--- src/rtl/gcd_job_scheduler.sv ---
// Round-robin scheduler sharing one iterative GCD engine between NREQ requesters.
// Define GCD_SCHED_TIMEOUT_EN to abort jobs whose engine stays silent for TIMEOUT cycles.
module gcd_job_scheduler #(
  parameter int NREQ    = 4,
  parameter int W       = 8,
  parameter int TIMEOUT = 255
) (
  input  logic              clk,
  input  logic              reset,
  input  logic [NREQ-1:0]   req_valid,
  input  logic [NREQ*W-1:0] req_a,
  input  logic [NREQ*W-1:0] req_b,
  output logic [NREQ-1:0]   req_ready,
  output logic [NREQ-1:0]   rsp_valid,
  input  logic [NREQ-1:0]   rsp_ready,
  output logic [W-1:0]      rsp_res,
  output logic              rsp_err,
  output logic              eng_load,
  output logic [W-1:0]      eng_a,
  output logic [W-1:0]      eng_b,
  input  logic              eng_done,
  input  logic [W-1:0]      eng_res
);

  localparam int PTR_W = $clog2(NREQ);

  typedef enum logic [1:0] {IDLE, ISSUE, WAIT, RESP} state_t;

  state_t           state, state_next;
  logic [PTR_W-1:0] rr_ptr, owner, grant_idx;
  logic             grant_found, transfer, zero_op;
  logic [W-1:0]     grant_a, grant_b;

`ifdef GCD_SCHED_TIMEOUT_EN
  localparam int TO_W = $clog2(TIMEOUT + 1);
  logic [TO_W-1:0] to_cnt;
  logic            timeout_hit;
`endif

  // Search starts at rr_ptr and wraps, so the last requester served has lowest priority.
  always_comb begin : grant_sel
    logic [PTR_W:0] slot;
    // NOTE: every always_comb output gets a default first so no path can infer a latch.
    grant_found = 1'b0;
    grant_idx   = '0;
    slot        = '0;
    for (int i = 0; i < NREQ; i++) begin
      slot = {1'b0, rr_ptr} + (PTR_W + 1)'(i);
      if (slot >= (PTR_W + 1)'(NREQ)) slot = slot - (PTR_W + 1)'(NREQ);
      if (!grant_found && req_valid[slot[PTR_W-1:0]]) begin
        grant_found = 1'b1;
        grant_idx   = slot[PTR_W-1:0];
      end
    end
  end

  always_comb begin : operand_mux
    grant_a = '0;
    grant_b = '0;
    for (int j = 0; j < NREQ; j++) begin
      if (grant_idx == PTR_W'(j)) begin
        grant_a = req_a[j*W +: W];
        grant_b = req_b[j*W +: W];
      end
    end
  end

  assign transfer = (state == IDLE) && grant_found && !reset;
  assign zero_op  = (grant_a == '0) || (grant_b == '0);

  always_comb begin : fsm_next
    state_next = state;
    req_ready  = '0;
    rsp_valid  = '0;
    eng_load   = 1'b0;
`ifdef GCD_SCHED_TIMEOUT_EN
    timeout_hit = 1'b0;
`endif
    case (state)
      IDLE: if (transfer) begin
        req_ready  = NREQ'(1) << grant_idx;
        state_next = zero_op ? RESP : ISSUE;
      end
      ISSUE: begin
        eng_load   = 1'b1;
        state_next = WAIT;
      end
      WAIT: begin
        if (eng_done) state_next = RESP;
`ifdef GCD_SCHED_TIMEOUT_EN
        else if (to_cnt == TO_W'(TIMEOUT - 1)) begin
          timeout_hit = 1'b1;
          state_next  = RESP;
        end
`endif
      end
      RESP: begin
        rsp_valid = NREQ'(1) << owner;
        if (rsp_ready[owner]) state_next = IDLE;
      end
      default: state_next = IDLE;
    endcase
  end

  // NOTE: sequential state uses non-blocking assignments so every register samples pre-edge values.
  always_ff @(posedge clk) begin
    if (reset) begin
      // NOTE: only control and output registers need reset; a reset mid-job simply drops the job.
      state   <= IDLE;
      rr_ptr  <= '0;
      owner   <= '0;
      eng_a   <= '0;
      eng_b   <= '0;
      rsp_res <= '0;
`ifdef GCD_SCHED_TIMEOUT_EN
      rsp_err <= 1'b0;
      to_cnt  <= '0;
`endif
    end else begin
      state <= state_next;
      if (transfer) begin
        owner  <= grant_idx;
        eng_a  <= grant_a;
        eng_b  <= grant_b;
        rr_ptr <= (grant_idx == PTR_W'(NREQ - 1)) ? '0 : grant_idx + PTR_W'(1);
        if (zero_op) rsp_res <= (grant_a == '0) ? grant_b : grant_a;
`ifdef GCD_SCHED_TIMEOUT_EN
        rsp_err <= 1'b0;
`endif
      end
      if (state == WAIT && eng_done) rsp_res <= eng_res;
`ifdef GCD_SCHED_TIMEOUT_EN
      if (state == ISSUE) to_cnt <= '0;
      else if (state == WAIT) to_cnt <= to_cnt + TO_W'(1);
      if (timeout_hit) begin
        rsp_res <= '0;
        rsp_err <= 1'b1;
      end
`endif
    end
  end

`ifndef GCD_SCHED_TIMEOUT_EN
  assign rsp_err = 1'b0;
`endif

endmodule

--- config.mk ---
export PLATFORM = sky130hd
export DESIGN_NAME = gcd_job_scheduler
export DESIGN_NICKNAME = d
export VERILOG_FILES = /design/src/rtl/gcd_job_scheduler.sv
export SDC_FILE = /design/constraint.sdc
export NUM_CORES = 1
export LEC_CHECK = 0
export CAP_MARGIN = 20
export CORE_ASPECT_RATIO = 0.6
export CORE_MARGIN = 2
export CORE_UTILIZATION = 30
export DETAILED_ROUTE_END_ITERATION = 8
export PLACE_DENSITY = 0.77
export SETUP_SLACK_MARGIN = 0.02
export SYNTH_ARGS = -nofsm -noshare
export SYNTH_HDL_FRONTEND = slang
export SYNTH_SLANG_ARGS = --single-unit
--- constraint.sdc ---
create_clock -name clk -period 5.25 [get_ports clk]
set_clock_uncertainty 0.1 [all_clocks]
set_input_delay 1.05 -clock clk [delete_from_list [all_inputs] [get_ports clk]]
set_output_delay 1.05 -clock clk [all_outputs]
set_load 0.01 [all_outputs]
## Word level (Yosys, flattened, before mapping)

Cells that the tools add are included.

- Flip-flop bits (word level): 30
- Bits of input ports: 83
- Output and inout bits: 34
- Logic and storage cells: 97

- Add/subtract/negate cells: 8
- $lt $le $gt $ge: 9
- Equal/unequal tests: 9
- Shift-type cells: 2
- Muxes and demuxes: 44
- Reduce and logical (&&, ||, !) cells: 19

Operator list:

| kind | number |
|---|---|
| $mux 8 | 12 |
| $mux 2 | 13 |
| $logic_not 8->1 | 2 |
| $lt 2x3->1 const B | 5 |
| $mux 4 | 3 |
| $bmux 1 s2 | 5 |
| $mux 1 | 10 |
| $ge 3x3->1 const B | 3 |
| $eq 2x2->1 const B | 4 |
| $pmux 2 s4 | 1 |
| $shl 1x2->4 const A | 2 |
| $sub 2x1->2 const B | 4 |
| $add 2x2->3 const B | 2 |
| $logic_and 1x1->1 | 6 |
| $ne 2x2->1 const B | 3 |
| $eq 2x1->1 const B | 2 |
| $logic_not 1->1 | 4 |
| $logic_not 2->1 | 2 |
| $reduce_bool 2->1 | 2 |
| $add 2x1->3 const B | 1 |
| $ge 2x3->1 const B | 1 |
| $reduce_and 3->1 | 1 |
| $add 2x1->2 const B | 1 |
| $reduce_and 2->1 | 1 |
| $logic_or 1x1->1 | 1 |

## Logic depth before layout (Yosys ltp)

- Depth in word-level cells: 24
- Gate-level depth with buffers: 18
- Depth with buffers taken out: 15

## Least setup slack after synthesis

Ideal clock, no wire load.

- Path kind: input to register
- From: in req_valid[0]
- To: reg rsp_res[6]
- Library setup time: 0.062 ns
- Data arrival time: 3.796 ns
- Required time: 5.088 ns
- Slack: 1.293 ns
- Stages on the path: 16
- Buffers on the path: 2
- Cells stage by stage: inv_1 > nor2_1 > a21oi_1 > nor2_1 > a221oi_1 > nand2_1 > ha_1 > or2_0 > buf_2 > buf_6 > a221oi_1 > o22ai_1 > nor4_4 > o21ai_2 > or3b_1 > nand3_1

- Word-level cells in the longest chain between the ends: 22
- Elaborated cells between the ends (all ways): 46
- Those cells by class: eq/ne (3); mux (28); reduce/logical (15)

Ends and longest elaborated chain:

| what | RTL line | text |
|---|---|---|
| start: declaration | 10 | `input logic [NREQ-1:0] req_valid,` |
| $bmux 1 s2 | 50 | `if (!grant_found && req_valid[slot[PTR_W-1:0]]) begin` |
| $mux 1 (implied by the code) | 50 |  |
| $mux 1 | 50 |  |
| $logic_not 1->1 | 50 |  |
| $logic_and 1x1->1 | 50 |  |
| $mux 1 | 50 |  |
| $logic_not 1->1 | 50 |  |
| $logic_and 1x1->1 | 50 |  |
| (+2 left out) | - |  |
| $logic_and 1x1->1 | 50 |  |
| $mux 2 | 50 |  |
| $logic_not 2->1 | 61 | `if (grant_idx == PTR_W'(j)) begin` |
| $mux 8 (4 in a row) | 61 |  |
| $logic_not 8->1 | 69, 126 |  |
| $mux 8 (2 in a row) | 126 | `if (zero_op) rsp_res <= (grant_a == '0) ? grant_b : grant_a;` |
| $mux 8 | 121 | `if (transfer) begin` |
| $mux 8 | 131 | `if (state == WAIT && eng_done) rsp_res <= eng_res;` |
| end signal: assignment | 126 |  |
| end signal: assignment | 131 |  |
| end: declaration | 16 | `output logic [W-1:0] rsp_res,` |

Several ways; a longest one is shown, not always the timed one. The select of a mux whose other input is x is not followed.
A chain may end at the register's enable or synchronous reset.

## Worst setup path after layout

- From: in req_valid[1]
- To: reg rsp_res[6]

The elaborated chain is that of the path after synthesis.

==> run summary <==
Average cell area after synthesis - 7.26 um^2
Switching share of power - 0.465
Gates resized, CTS repair - 0
Wire per inst - 15.6 um
Async S/R FF share, synth - 0
Unique masters post-synth - 40
Power Internal - 0.000813 W
Global-route wire length before repair - 11400 um
# DRC - 0
Syn nets - 366
Critical path class - input pin to flip-flop
Sequential-to-total area share from yosys stat - 0.301
Nets - 479
Switching power - 0.000705 W
Leakage Power - 1.26 nW
Post-layout minimum cycle time - 4.78 ns
DRT iter0 DRCs - 197
Worst IR drop on VDD - 0.237 mV
Tot GR Track Use - 0.202
Postcts setup bufs - 0
Crit-path cells - clkdlybuf4s50_1 -> inv_1 -> a21oi_1 -> nor2_1 -> a221oi_1 -> nand2_1 -> ha_1 -> or2_0 -> a221oi_1 -> o21bai_1 -> nor4_2 -> o21ai_2 -> or3b_1 -> nand3_1
Max Clock Freq - 209 MHz
Status - finished, final reports clean
Worst Path Required - 5.37 ns
Grt ovf - 0
Die area - 7340 um^2
Relative slew margins - 0.351
Routed vias/inst - 5.16
Yosys reg bits - 30
MaxCap Viol Count - 0
Worst-Margin Slew - 0.974 ns
Die extent in y - 67.2 um
Final hold viol count - 0
TritonRoute pass-1 iters - 4
Number of flops mapped to enable cells by yosys - 0
Worst-path maximum fanout - 15
Antenna diode count - 0
Largest net degree at the start of global routing - 27
Placed cells - 465
RSZ-0062 raised after global routing - no
Die width - 109 um
Vias in the first global route - 2294
Crit-path most repeated cell - a221oi_1
Rows - 22
I/O Buffers - 115
Area growth from synthesis to layout - 66.3%
Fillers - 620
Via count - 2442
Synth Flop Type - dfxtp_1
Comb pwr share - 0.648
Initial Utilization - 0.318
CTS tree - built
Critical path's largest stage delay - 0.50 ns
Pins Over Slew Limit - 0
PwrDens - 457 nW/um^2
I/O pins - 117
Worst-Skew Late Latency - 0.28 ns
CP endpoint kind - flip-flop
Routed Antenna Nets - 0
Initial antenna violation count - 0
DPL Wire Length - 6070 um
Post-Syn Instances - 275
Root buffer cell - clkbuf_8
Hold Buf Count CTS - 0
Clock buffer depth - 2
Worst EP arrival - 4.89 ns
Crit start category - input pin
Mapped Area - 2000 um^2
Post-route insts no fill - 473
Footprint of the multi-input gates - 1250 um^2
Slowest cell on the critical path - clkdlybuf4s50_1
Final core occ - 0.529
Fin crit share - 0.910
Sum Neg Setup Slack - 0 ns
Layout cells sized above 1 - 0.0463
Commonest non-fill, non-tap cells in the layout - clkdlybuf4s50_1 (115), nand2_1 (51), dfxtp_1 (30), nor2_1 (25), o22ai_1 (23)
Routed WL - 7360 um
Worst-path clk slew - 0.06 ns
Clk network pwr share - 0.125
Commonest non-fill, non-tap cell in the layout - clkdlybuf4s50_1
Synth Warn # - 0
Gpl congestion - 0.889
Min-Delay Path Class - flip-flop to flip-flop
Reg area - 601 um^2
Core Area - 6280 um^2
Sequential power share - 0.227
H-tree depth - 2
Clock sink count - 30
Cts bufs inserted - 5
Setup-failing EPs final - 0
==> layer usage <==
layer / up-vias / share of wire / track usage
met5: - / 0 / 0
met1: 1088 / 0.49 / 0.308
met2: 120 / 0.40 / 0.283
met3: 11 / 0.10 / 0.0483
li1: 1223 / - / -
met4: 0 / 0.0086 / 0.0427
==> registers in the layout (all words and copies together), names as in the netlist <==
name and cells:
state 2, owner 2, eng_b 8, rr_ptr 2
eng_a 8, rsp_res 8
==> cells in the mapped netlist, types with 3 or more instances <==
| cell | number | area [um^2] |
|---|---|---|
| a21oi_1 | 21 | 105 |
| a221oi_1 | 18 | 158 |
| a31oi_1 | 7 | 43.8 |
| and2_1 | 3 | 18.8 |
| buf_2 | 4 | 20.0 |
| clkbuf_1 | 9 | 33.8 |
| dfxtp_1 | 30 | 601 |
| ha_1 | 8 | 100 |
| inv_1 | 17 | 63.8 |
| nand2_1 | 51 | 191 |
| nand3_1 | 15 | 75.1 |
| nor2_1 | 25 | 93.8 |
| nor3_1 | 4 | 20.0 |
| nor3b_1 | 3 | 22.5 |
| o22ai_1 | 23 | 144 |
| or3_1 | 3 | 18.8 |
| or3b_1 | 6 | 52.6 |
==> metrics by stage <==
| step | area, um^2 | setup slack (ns) | total power, W | hold slack [ns] |
|---|---|---|---|---|
| global route | 3320 | 0.0432 | 0.00165 | 0.380 |
| detailed placement | 3230 | 0.264 | 0.00132 | 0.350 |
| CTS | 3320 | 0.487 | 0.00152 | 0.359 |
| floorplan | 2000 | 1.29 | 0.000960 | 0.375 |
| finish | 3320 | 0.475 | 0.00152 | 0.355 |
| global placement | 3230 | 0.478 | 0.00131 | 0.344 |
==> worst max-delay path, delay by kind of cell <==
family	cells	cell delay [ns]
and+or+nand+nor	6	1.63
AOI/OAI and AO/OA	5	1.35
buffers and inverters	2	0.58
adders and majority gates	1	0.29
==> power by group through the flow <==
stage	sequential [W]	combinational, W	clock, W
2_1_floorplan	0.000359	0.000601	0
3_3_place_gp	0.000346	0.000966	0
3_5_place_dp	0.000350	0.000974	0
4_1_cts	0.000345	0.000979	0.000194
5_1_grt	0.000353	0.00109	0.000205
6_report	0.000344	0.000983	0.000190
==> worst paths after layout <==
check | cells past startpoint | from | endpoint | slack, ns
worst max register to register | 13 | rr_ptr[0]$_SDFFE_PP0P_ | rsp_res[6]$_SDFFE_PP0P_ | 1.36
worst max-delay path | 14 | req_valid[1] | rsp_res[6]$_SDFFE_PP0P_ | 0.47
worst min register to register | 2 | eng_a[4]$_SDFFE_PP0P_ | eng_a[4]$_SDFFE_PP0P_ | 0.36
worst min-delay path | 2 | eng_a[4]$_SDFFE_PP0P_ | eng_a[4]$_SDFFE_PP0P_ | 0.36
==> kinds of logic (layout without fill, tap and decap cells) <==
kind of cell,after synthesis,after routing,share of synthesized area
AO/OA/AOI/OAI,81,81,0.271
AND/OR/NAND/NOR,121,121,0.294
buffers and inverters,33,147,0.0702
flip-flops,30,30,0.301
multiplexers,1,1,0.0113
other,1,1,0.00188
adder cells (fa/ha/maj),8,8,0.0502
==> layout make-up <==
| cell class | instances | area share |
|---|---|---|
| well taps | 84 | 0.0317 |
| clock buffers | 7 | 0.0260 |
| multi-input cells | 212 | 0.378 |
| inverters | 17 | 0.0192 |
| repair buffers | 122 | 0.363 |
| flip-flops and latches | 30 | 0.181 |
| clock inverters | 1 | 0.00151 |
Note: power is estimated with default switching activity, not from simulation.
